===== config.mk =====
export PLATFORM = sky130hd
export DESIGN_NAME = tx_gmii_sender
export DESIGN_NICKNAME = d
export VERILOG_FILES = /design/src/rtl/tx_gmii_sender.sv
export SDC_FILE = /design/constraint.sdc
export NUM_CORES = 1
export LEC_CHECK = 0
export ABC_CLOCK_PERIOD_IN_PS = 4200
export CORE_AREA = 4 4 137 139
export DETAILED_ROUTE_END_ITERATION = 8
export DIE_AREA = 0 0 141 143
export PLACE_DENSITY = 0.84
export REMOVE_ABC_BUFFERS = 1
export SETUP_SLACK_MARGIN = 0.2
export SLEW_MARGIN = 20
export SYNTH_ARGS = -nofsm -noshare
export SYNTH_HDL_FRONTEND = slang
export SYNTH_SLANG_ARGS = --single-unit

===== constraint.sdc =====
create_clock -name clk -period 4.2 [get_ports clk]
set_input_delay 0.84 -clock clk [delete_from_list [all_inputs] [get_ports clk]]
set_output_delay 0.84 -clock clk [all_outputs]
set_load 0.03 [all_outputs]

===== src/rtl/tx_gmii_sender.sv =====
// tx_gmii_sender: final TX stage of an output port.
// Drains the show-ahead packet FIFO (139-bit words) and its valid FIFO, and serialises each frame
// onto 8-bit GMII with preamble/SFD and a minimum inter-frame gap. Packets marked invalid are
// dropped silently; malformed packets are aborted with one txer cycle and then discarded.
// The FCS is already part of the data.
// Ports:
//   clk, reset          clock, asynchronous active-low reset
//   in_pkt_q/empty      head word and empty flag of the packet FIFO
//   in_pkt_rdreq        packet FIFO pop (combinational)
//   in_valid_q/empty    head entry and empty flag of the valid FIFO
//   in_valid_rdreq      valid FIFO pop (combinational)
//   gmii_txd/txen/txer  registered GMII transmit outputs
//   tx_frame_cnt        frames fully sent (wraps)
//   tx_err_cnt          frames aborted as malformed (saturates)
module tx_gmii_sender #(
  parameter int unsigned PREAMBLE_LEN = 7,
  parameter int unsigned IFG_BYTES    = 12
) (
  input  logic         clk,
  input  logic         reset,
  input  logic [138:0] in_pkt_q,
  input  logic         in_pkt_empty,
  output logic         in_pkt_rdreq,
  input  logic         in_valid_q,
  input  logic         in_valid_empty,
  output logic         in_valid_rdreq,
  output logic [7:0]   gmii_txd,
  output logic         gmii_txen,
  output logic         gmii_txer,
  output logic [31:0]  tx_frame_cnt,
  output logic [15:0]  tx_err_cnt
);

  localparam logic [2:0] TypeHead = 3'b101;
  localparam logic [2:0] TypeMid  = 3'b100;
  localparam logic [2:0] TypeTail = 3'b110;

  // StAbort is the single txer cycle emitted when a frame is cut short.
  typedef enum logic [2:0] {
    StIdle, StPreamble, StSfd, StData, StAbort, StIfg, StDiscard
  } state_e;

  state_e        state_q, state_d;
  // Latched word keeps type, last index and data; bits [131:128] are not needed.
  logic [134:0]  word_q, word_d;
  logic [3:0]    idx_q, idx_d;
  logic [4:0]    cnt_q, cnt_d;
  logic          abort_ifg_q, abort_ifg_d;
  logic [7:0]    txd_q, txd_d;
  logic          txen_q, txen_d;
  logic          txer_q, txer_d;
  logic [31:0]   frame_cnt_q;
  logic [15:0]   err_cnt_q;
  logic          frame_inc, err_inc;

  logic [2:0]    head_type;
  logic [2:0]    word_type;
  logic [134:0]  head_word;
  logic [7:0]    cur_byte;
  logic          unused_bits;

  assign head_type   = in_pkt_q[138:136];
  assign head_word   = {in_pkt_q[138:132], in_pkt_q[127:0]};
  assign word_type   = word_q[134:132];
  // Byte 0 sits in the top byte, so byte idx starts at bit 8*(15-idx) = {~idx, 3'b0}.
  assign cur_byte    = word_q[{~idx_q, 3'b000} +: 8];
  assign unused_bits = ^in_pkt_q[131:128];

  always_comb begin
    state_d        = state_q;
    word_d         = word_q;
    idx_d          = idx_q;
    cnt_d          = cnt_q;
    abort_ifg_d    = abort_ifg_q;
    txd_d          = 8'h00;
    txen_d         = 1'b0;
    txer_d         = 1'b0;
    in_pkt_rdreq   = 1'b0;
    in_valid_rdreq = 1'b0;
    frame_inc      = 1'b0;
    err_inc        = 1'b0;
    case (state_q)
      StIdle: begin
        if (!in_valid_empty) begin
          in_valid_rdreq = 1'b1;
          cnt_d          = 5'(PREAMBLE_LEN - 1);
          state_d        = in_valid_q ? StPreamble : StDiscard;
        end
      end
      StPreamble: begin
        txd_d  = 8'h55;
        txen_d = 1'b1;
        if (cnt_q != 5'd0) begin
          cnt_d = cnt_q - 5'd1;
        end else if (!in_pkt_empty && head_type == TypeHead) begin
          in_pkt_rdreq = 1'b1;
          word_d       = head_word;
          state_d      = StSfd;
        end else begin
          // A stray tail is consumed here, so the frame is already fully drained.
          abort_ifg_d  = !in_pkt_empty && head_type == TypeTail;
          in_pkt_rdreq = !in_pkt_empty && head_type == TypeTail;
          state_d      = StAbort;
        end
      end
      StSfd: begin
        txd_d   = 8'hD5;
        txen_d  = 1'b1;
        idx_d   = 4'd0;
        state_d = StData;
      end
      StData: begin
        txd_d  = cur_byte;
        txen_d = 1'b1;
        if (word_type == TypeTail && idx_q == word_q[131:128]) begin
          frame_inc = 1'b1;
          cnt_d     = 5'(IFG_BYTES - 2);
          state_d   = StIfg;
        end else if (idx_q == 4'hF) begin
          if (in_pkt_empty) begin
            abort_ifg_d = 1'b0;
            state_d     = StAbort;
          end else begin
            in_pkt_rdreq = 1'b1;
            word_d       = head_word;
            idx_d        = 4'd0;
            if (head_type != TypeMid && head_type != TypeTail) begin
              abort_ifg_d = 1'b0;
              state_d     = StAbort;
            end
          end
        end else begin
          idx_d = idx_q + 4'd1;
        end
      end
      StAbort: begin
        txen_d  = 1'b1;
        txer_d  = 1'b1;
        err_inc = 1'b1;
        cnt_d   = 5'(IFG_BYTES - 2);
        state_d = abort_ifg_q ? StIfg : StDiscard;
      end
      StIfg: begin
        if (cnt_q == 5'd0) begin
          state_d = StIdle;
        end else begin
          cnt_d = cnt_q - 5'd1;
        end
      end
      StDiscard: begin
        if (!in_pkt_empty) begin
          in_pkt_rdreq = 1'b1;
          if (head_type == TypeTail) begin
            state_d = StIdle;
          end
        end
      end
      default: state_d = StIdle;
    endcase
  end

  always_ff @(posedge clk or negedge reset) begin
    if (!reset) begin
      state_q     <= StIdle;
      word_q      <= '0;
      idx_q       <= 4'd0;
      cnt_q       <= 5'd0;
      abort_ifg_q <= 1'b0;
      txd_q       <= 8'h00;
      txen_q      <= 1'b0;
      txer_q      <= 1'b0;
      frame_cnt_q <= 32'd0;
      err_cnt_q   <= 16'd0;
    end else begin
      state_q     <= state_d;
      word_q      <= word_d;
      idx_q       <= idx_d;
      cnt_q       <= cnt_d;
      abort_ifg_q <= abort_ifg_d;
      txd_q       <= txd_d;
      txen_q      <= txen_d;
      txer_q      <= txer_d;
      if (frame_inc) begin
        frame_cnt_q <= frame_cnt_q + 32'd1;
      end
      if (err_inc && err_cnt_q != 16'hFFFF) begin
        err_cnt_q <= err_cnt_q + 16'd1;
      end
    end
  end

  assign gmii_txd     = txd_q;
  assign gmii_txen    = txen_q;
  assign gmii_txer    = txer_q;
  assign tx_frame_cnt = frame_cnt_q;
  assign tx_err_cnt   = err_cnt_q;

endmodule


==> After elaboration in Yosys (flattened, before gate mapping) <==
Index checks and enable logic that the tools add are counted.
{ "op_classes": {"eq_ne": 31, "n_bitwise": 1, "addsub": 4, "shifts": 1, "muxes": 48, "n_reduce_logical": 18} }
{ "op_table": {"columns": ["operator", "n"], "rows": [
  ["$mux W135", 5],
  ["$pmux W135 S2", 1],
  ["$shiftx A135 B8 Y8", 1],
  ["$mux W3", 11],
  ["$add A32 B1 Y32 const B", 1],
  ["$ne A2 B2 Y1 const B", 13],
  ["$pmux W5 S5", 1],
  ["$pmux W8 S3", 1],
  ["$pmux W3 S7", 1],
  ["$mux W5", 4],
  ["$eq A3 B3 Y1 const B", 6],
  ["$mux W1", 17],
  ["$add A16 B1 Y16 const B", 1],
  ["$ne A16 B16 Y1 const B", 1],
  ["$ne A3 B3 Y1 const B", 5],
  ["$mux W4", 3],
  ["$reduce_and A6 Y1", 2],
  ["$reduce_bool A5 Y1", 2],
  ["$pmux W4 S2", 1],
  ["$reduce_and A7 Y1", 1],
  ["$eq A3 B2 Y1 const B", 2],
  ["$logic_and A1 B1 Y1", 5],
  ["$logic_not A5 Y1", 1],
  ["$reduce_and A5 Y1", 1],
  ["15 further kinds", 16]
]} }
{ "word_totals": {"ff_bits": 206, "output_inout_bits": 60, "in_bits": 144} }

==> Logic depth before layout (Yosys ltp) <==
Gate-level depths: netlist (run 1).
{ "logic_depth": {"word_depth": 7, "mapped_depth": 9, "mapped_depth_nobuf": 7} }

==> Worst setup path before layout (run 1) <==
Ideal clock, no wire load.
{ "synth_path": {"kind": "register to output", "from": "register idx_q[0]", "to": "output port in_pkt_rdreq", "setup_slack_ns": 1.480, "n_path_buf": 1, "path_stages_with_launch": 7, "arrival_ns": 1.880, "path_cell_list": "dfrtp_1 buf_2 xnor2_1 and3_1 nand2_1 nand2_1 o31ai_1"} }
{ "synth_between": {"elab_chain_cells": 4, "elab_cells_between_ends": 6} }
{ "synth_lines": {"columns": ["element", "line_no", "text"], "rows": [
  ["from (decl)", "46", "logic [3:0] idx_q, idx_d;"],
  ["from (signal assigned)", "177", "idx_q <= idx_d;"],
  ["$eq A4 B4 Y1, on equally long branches", "119, 115", null],
  ["$mux W1 / $logic_and A1 B1 Y1 (equally long branches)", "119, 115", null],
  ["$mux W1 (*)", "115", "if (word_type == TypeTail && idx_q == word_q[131:128]) begin"],
  ["$pmux W1 S3 (*)", "82", "case (state_q)"],
  ["to (decl)", "23", "output logic in_pkt_rdreq,"]
]} }
Every way passes the cells marked *; elsewhere a longest branch is shown, timed or not.

==> Worst setup path after layout (run 1) <==
{ "layout_path": {"from": "register cnt_q[0]", "to": "output port in_pkt_rdreq"} }
{ "layout_between": {"elab_chain_cells": 3} }
{ "layout_lines": {"columns": ["element", "line_no", "text"], "rows": [
  ["from (decl)", "47", "logic [4:0] cnt_q, cnt_d;"],
  ["from (signal assigned)", "178", "cnt_q <= cnt_d;"],
  ["$reduce_bool A5 Y1", "93", "if (cnt_q != 5'd0) begin"],
  ["$mux W1", "93", null],
  ["$pmux W1 S3", "82", null]
]} }
Every way passes these cells.

==> results.py, run 1 <==
metrics = {
    "synth": {
        "ys_ff_latch": 206,
        "yosys.cell_count.top_type": "sky130_fd_sc_hd__dfrtp_1",
        "syn-cell-area_sq_um": 9504,
        "synthCells": 707,
        "fraction_of_the_mapped_netlist_area_in_compound_gates_pct": 4.173,
        "post_synth_num_cell_types": 55,
        "synthFlopType": "sky130_fd_sc_hd__dfrtp_1",
        "largest_family_of_logic_cells_by_synthesized_area": "multiplexers",
        "synth_top_cell_by_area": "sky130_fd_sc_hd__dfrtp_1",
        "synth-simple-area-share_pct": 8.807,
        "ys_warn_count": 0,
        "async_reset_ff_share_pct": 100.0,
        "synthesized_area_fraction_occupied_by_xor_and_xnor_cells_pct": 4.608,
        "syn_area_per_cell_sq_um": 13.44,
        "netlist_top_cells_area": "sky130_fd_sc_hd__dfrtp_1 (54%), sky130_fd_sc_hd__mux2_2 (11%), sky130_fd_sc_hd__mux4_2 (7.1%), sky130_fd_sc_hd__mux2_1 (5.9%), sky130_fd_sc_hd__xnor2_1 (3.1%)",
        "synth-seq-area-share_pct": 54.24,
        "yosysTopAreaCellShare_pct": 54.24,
        "synthTopCellsByCount": "sky130_fd_sc_hd__dfrtp_1 (206), sky130_fd_sc_hd__mux2_2 (95), sky130_fd_sc_hd__mux2_1 (50)",
        "yosys-mux-area-fraction_pct": 25.34,
        "edff_count_synth": 0,
        "post_synth_fa_ha_maj_area_fraction_pct": 0.5266,
    },
    "power": {
        "pwr-share-seq_pct": 41.3,
        "p_per_area_nw_per_um2": 527.2,
        "power_switching_share_pct": 28.03,
        "p_int_w": 0.004761,
        "p_sw_w": 0.001854,
        "vdd_drop_max_uv": 356.6,
        "finalPower_w": 0.006615,
        "power_leakage_nw": 5.623,
        "pwr-share-comb_pct": 25.8,
        "share_clk_of_total_power_pct": 32.9,
    },
    "drt": {
        "drt.antenna.violating_nets": 0,
        "finalWirelength_mm": 21.40,
        "drc": 0,
        "post_drt_via_cell_ratio": 5.600,
        "dr_total_vias": 6434,
        "drt-wirelength-per-cell_microns": 18.62,
        "drt_pass1_iterations": 4,
        "drtIter0Drc": 411,
    },
    "global_route": {
        "first_global_vias": 6863,
        "grt_first_pass_wirelength_mm": 35.03,
        "grt.total_usage_pct": 21.47,
        "grt_antenna_before_repair": 1,
        "grt_start_max_net_pins": 136,
        "grt_remaining_overflow": 0,
    },
    "timing": {
        "max_freq_mhz": 264.2,
        "relative_max_transition_margin_pct": 41.88,
        "final-hold-violation-count": 0,
        "final.hold.worst_slack_ps": 381.2,
        "fin_crit_ps": 3784,
        "rsz0062_at_grt": "no",
        "tightest_slew_ps": 871.7,
        "final-setup-viol-count": 0,
        "timing.final.crit_share_pct": 90.10,
        "timing.clock.skew_ps": 10.42,
        "slew_violations": 0,
    },
    "clocking": {
        "cts-root-buf": "sky130_fd_sc_hd__clkbuf_16",
        "tritoncts": "built",
        "cts_resized": 0,
        "cts-buffers-inserted": 22,
        "clk_latency_ps": 500,
        "cts_buffer_depth": 3,
        "clkSinkCount": 206,
        "clk_pin_slew_worst_paths_ps": 60,
        "cts_hold_repair.buffers": 0,
        "htreeDepth": 1,
        "postCtsSetupRepairBufs": 0,
    },
    "critical_path": {
        "critical_path_fanout_max": 4,
        "timing_worst_setup_path_type": "reg -> out",
        "worstSetupEndpointType": "output pin",
        "start_kind": "flip-flop",
        "worst-endpoint-required_ps": 3360,
        "rr_worst_depth": 7,
        "crit_arrival_ps": 2940,
    },
    "die": {
        "fp.dieH_microns": 143,
        "core_sq_um": 17660,
        "ioPinCount": 204,
        "fp.dieW_microns": 141,
        "core.rowCount": 49,
        "initial_core_utilization_pct": 53.83,
        "die-area_sq_um": 20160,
    },
    "place": {
        "gp_congestion": 0.8187,
        "number_of_input_and_output_port_buffers_inserted": 199,
        "detailed_place_hpwl_mm": 14.64,
    },
    "run_status": {
        "outcome": "complete, no violations",
    },
    "final_layout": {
        "final_net_count": 1052,
        "num_antenna_cells": 0,
        "drive_gt1_share_pct": 19.67,
        "area.growth.synth_to_final_pct": 32.00,
        "finish.utilization_pct": 71.05,
        "final.fill_count": 1227,
    },
    "flow_run": {
        "max-cap-violations": 0,
    },
    "hold_path": {
        "min_path_type": "in -> async",
    },
}
state kept, by name (all words and copies together), names as in the netlist:
| name | cells |
|---|---|
| gmii_txen | 1 |
| cnt_q | 5 |
| state_q | 3 |
| gmii_txd | 8 |
| gmii_txer | 1 |
| word_q | 135 |
| abort_ifg_q | 1 |
| tx_frame_cnt | 32 |
| tx_err_cnt | 16 |
| idx_q | 4 |
worst max-delay path, cell delays in order, from the launching register on:
cell                              delay, ps
sky130_fd_sc_hd__dfrtp_1                410
sky130_fd_sc_hd__inv_1                   70
sky130_fd_sc_hd__ha_1                   190
sky130_fd_sc_hd__nor4b_1                360
sky130_fd_sc_hd__nand3_1                180
sky130_fd_sc_hd__o32a_1                 380
sky130_fd_sc_hd__o31ai_1                110
sky130_fd_sc_hd__clkdlybuf4s50_1        750
area by class of cell:
type	instances	area [sq um]	area share, %
clock inverter	12	212.7	1.695
sequential	206	5157	41.11
multi-input combinational	453	4130	32.92
timing repair buffer	210	2103	16.76
tap	229	286.5	2.284
inverter	11	41.29	0.3291
clock buffer	28	614.3	4.897
stage by stage:
step                cells  area (sq um)  setup TNS, ps  setup slack, ps
floorplan             670          9326        -369010            -2806
global placement     1109         11720              0            658.6
detailed placement   1109         11720              0            664.4
CTS                  1149         12550              0            427.2
global route         1149         12550              0            256.6
finish               1149         12550              0            415.7
logic make-up after synthesis:
family,after synthesis
and+or+nand+nor,154
adders and majority gates,4
muxes,185
buffers and inverters,48
AOI/OAI and AO/OA,60
DFF,206
xor gates and xnor gates,50
cell usage in the layout (no fill, tap or decap), types with 7 or more instances in the layout:
cell type	instances
sky130_fd_sc_hd__a21oi_1	9
sky130_fd_sc_hd__a31oi_1	16
sky130_fd_sc_hd__and3_1	12
sky130_fd_sc_hd__and4_1	7
sky130_fd_sc_hd__buf_4	9
sky130_fd_sc_hd__clkbuf_16	23
sky130_fd_sc_hd__clkdlybuf4s50_1	198
sky130_fd_sc_hd__dfrtp_1	204
sky130_fd_sc_hd__inv_1	11
sky130_fd_sc_hd__mux2_1	50
sky130_fd_sc_hd__mux2_2	95
sky130_fd_sc_hd__mux2i_1	10
sky130_fd_sc_hd__mux4_2	30
sky130_fd_sc_hd__nand2_1	39
sky130_fd_sc_hd__nand3_1	16
sky130_fd_sc_hd__nand4_1	15
sky130_fd_sc_hd__nor2_1	28
sky130_fd_sc_hd__o21ai_0	11
sky130_fd_sc_hd__xnor2_1	34
sky130_fd_sc_hd__xor2_1	16
path summary, 6_finish.rpt:
kind,start,endpoint,slack [ps]
max,cnt_q[0]$_DFFE_PN0P_,in_pkt_rdreq,420
min,reset,word_q[38]$_DFFE_PN0P_,380
max reg2reg,idx_q[1]$_DFFE_PN0P_,word_q[79]$_DFFE_PN0P_,1160
min reg2reg,tx_frame_cnt[31]$_DFFE_PN0P_,tx_frame_cnt[31]$_DFFE_PN0P_,480
max in group asynchronous,reset,word_q[44]$_DFFE_PN0P_,2860
min in group clk,tx_frame_cnt[31]$_DFFE_PN0P_,tx_frame_cnt[31]$_DFFE_PN0P_,480
power groups by stage:
stage	Combinational (W)	Clock, W	Sequential (W)
floorplan	0.000943	0	0.00288
global placement	0.00166	0	0.00273
detailed placement	0.00171	0	0.00275
CTS	0.00173	0.00222	0.00273
global route	0.00186	0.00232	0.00279
finish	0.00171	0.00218	0.00273
layer usage:
metal,GRT usage (%),vias to the layer above,share of wire (%)
li1,-,2980,-
met1,26.48,3231,41
met2,36.72,185,49
met3,7.535,36,8.6
met4,5.048,2,1.8
met5,0,-,0.056
Power figures use the tool's default switching activity.
==> run 2: changes to the inputs <==
Settings changed: ABC_CLOCK_PERIOD_IN_PS 4200 to default, RECOVER_POWER from default to 50.
==> results.py, run 2 (synthesized netlist as in run 1, its figures left out) <==
metrics = {
    "clocking": {
        "clk_pin_slew_worst_paths_ps": 70,
        "clkSinkCount": 206,
        "postCtsSetupRepairBufs": 0,
        "tritoncts": "built",
        "cts_hold_repair.buffers": 0,
        "cts_buffer_depth": 3,
        "clk_latency_ps": 500,
        "cts_resized": 0,
        "htreeDepth": 1,
        "cts-buffers-inserted": 22,
        "cts-root-buf": "sky130_fd_sc_hd__clkbuf_16",
    },
    "drt": {
        "finalWirelength_mm": 21.41,
        "drt.antenna.violating_nets": 0,
        "dr_total_vias": 6478,
        "route.met3.wl_mm": 1.923,
        "drc": 0,
        "drt_pass1_iterations": 7,
        "post_drt_via_cell_ratio": 5.638,
        "drtIter0Drc": 407,
        "routedLengthMet1_mm": 8.488,
        "route.top_layer_used": "met5",
        "drt-wirelength-per-cell_microns": 18.64,
        "detailroute.wirelength.met2_mm": 10.58,
    },
    "place": {
        "gp_congestion": 0.8187,
        "number_of_input_and_output_port_buffers_inserted": 199,
        "placedCellCount": 1109,
        "preCtsSetupSlack_ps": 664.4,
        "detailed_place_hpwl_mm": 14.64,
        "post_dp_cell_area_sq_um": 11720,
    },
    "critical_path": {
        "path_delay_family": "buffers and inverters",
        "worst-endpoint-required_ps": 3360,
        "rr_worst_depth": 8,
        "max_stage_delay_ps": 750,
        "timing.reg2reg.setup_slack_ps": 650,
        "crit-reg2reg-capture": "word_q[104]$_DFFE_PN0P_",
        "start_kind": "flip-flop",
        "crit_chain": "and3b_1 -> clkbuf_1 -> nand2_1 -> o31ai_1 -> clkdlybuf4s50_1",
        "worstSetupEndpointType": "output pin",
        "r2r_start": "state_q[1]$_DFFE_PN0P_",
        "timing_worst_setup_path_type": "reg -> out",
        "critical_path_buf_inv_count": 2,
        "cpMaxStageDelayCell": "sky130_fd_sc_hd__clkdlybuf4s50_1",
        "crit_arrival_ps": 3090,
        "critical_path_fanout_max": 16,
    },
    "final_layout": {
        "max_flop_register": "word_q",
        "drive_gt1_share_pct": 19.13,
        "leading_cell_types_in_the_layout_fill_and_taps_excluded": "sky130_fd_sc_hd__dfrtp_1 (204), sky130_fd_sc_hd__clkdlybuf4s50_1 (198), sky130_fd_sc_hd__mux2_2 (95)",
        "area.growth.synth_to_final_pct": 31.58,
        "num_antenna_cells": 0,
        "layout_commonest_cell": "sky130_fd_sc_hd__dfrtp_1",
        "finish.utilization_pct": 70.83,
        "fin_cells": 1149,
        "design_area_sq_um": 12510,
        "largest_register_ffs": 135,
        "final_net_count": 1052,
    },
    "global_route": {
        "grt.total_usage_pct": 21.47,
        "grt_antenna_before_repair": 1,
        "grt_start_max_net_pins": 136,
        "grt_first_pass_wirelength_mm": 35.03,
        "first_global_vias": 6863,
        "grt_remaining_overflow": 0,
    },
    "timing": {
        "timing.final.crit_share_pct": 93.57,
        "rsz0062_at_grt": "no",
        "postLayoutSetupSlackWorst_ps": 270.2,
        "tightest_slew_ps": 2166,
        "max_freq_mhz": 254.5,
        "fin_crit_ps": 3930,
        "relative_max_transition_margin_pct": -44.39,
        "timing.clock.skew_ps": 11.55,
        "final-hold-violation-count": 0,
        "final-setup-viol-count": 0,
        "slew_violations": 89,
    },
    "hold_path": {
        "worstHoldEndpoint": "tx_frame_cnt[31]$_DFFE_PN0P_",
        "worst_hold_path.num_cells": 1,
        "hold_path.startpoint": "tx_frame_cnt[31]$_DFFE_PN0P_",
        "min_path_type": "reg -> reg",
    },
    "power": {
        "p_per_area_nw_per_um2": 527.6,
        "power_leakage_nw": 5.601,
        "vdd_drop_max_uv": 356.5,
    },
    "die": {
        "core_sq_um": 17660,
        "die-area_sq_um": 20160,
        "initial_core_utilization_pct": 53.83,
        "fp.dieH_microns": 143,
        "fp.dieW_microns": 141,
        "core.rowCount": 49,
        "ioPinCount": 204,
    },
    "flow_run": {
        "max-cap-violations": 1,
    },
    "run_status": {
        "outcome": "finished with violations",
        "failed_checks": "max-capacitance violations, max-slew violations",
    },
}
## run 2: cell types whose count changed in the layout (fill, tap and decap cells not counted), sizes merged
cell | previous run | this run
clkbuf | 29 | 34
buf | 11 | 6
## run 2: layout make-up
type | count | area (sq um)
Timing Repair Buffer | 210 | 2068
Fill cell | 1237 | 5151
Tap cell | 229 | 286.5
Clock inverter | 12 | 212.7
Multi-Input combinational cell | 453 | 4125
Sequential cell | 206 | 5157
Clock buffer | 28 | 614.3
Inverter | 11 | 41.29
## run 2: how the worst max path moves through the flow
| stage | startpoint | end | slack [ps] | cells past startpoint |
|---|---|---|---|---|
| 6_report | state_q[2]$_DFFE_PN0P_ | in_pkt_rdreq | 270 | 5 |
| 5_1_grt | state_q[2]$_DFFE_PN0P_ | in_pkt_rdreq | 170 | 5 |
| 4_1_cts | idx_q[1]$_DFFE_PN0P_ | in_pkt_rdreq | 430 | 5 |
| 3_5_place_dp | in_pkt_empty | in_pkt_rdreq | 660 | 6 |
| 3_3_place_gp | in_pkt_empty | in_pkt_rdreq | 660 | 6 |
| 2_1_floorplan | idx_q[0]$_DFFE_PN0P_ | word_q[10]$_DFFE_PN0P_ | -2810 | 5 |
## run 2: per-stage QoR
step / total power (W) / TNS [ps] / hold slack (ps)
after floorplan: 0.003822 / -369010 / 452.5
after global placement: 0.004389 / 0 / 461.9
after detailed placement: 0.004468 / 0 / 467.4
after CTS: 0.006671 / 0 / 421.9
after global routing: 0.006958 / 0 / 501.6
final: 0.006599 / 0 / 476.9
## run 2: routing by layer
layer,GRT usage (%),up-vias
met1,26.48,3252
met5,0,-
met2,36.72,203
met4,5.048,2
met3,7.535,41
li1,-,2980
## run 2: power breakdown
part           internal (W)  switching (W)  leakage [nW]
sequential          0.00245       0.000276          2.81
combinational      0.000895       0.000799          2.39
clock               0.00140       0.000774         0.406
==> run 3: changes to the inputs <==
Settings changed: HOLD_SLACK_MARGIN from default to 0.15.
==> results of run 3 <==
Same layout as run 2: the final DEF is identical, and so are final timing and power.
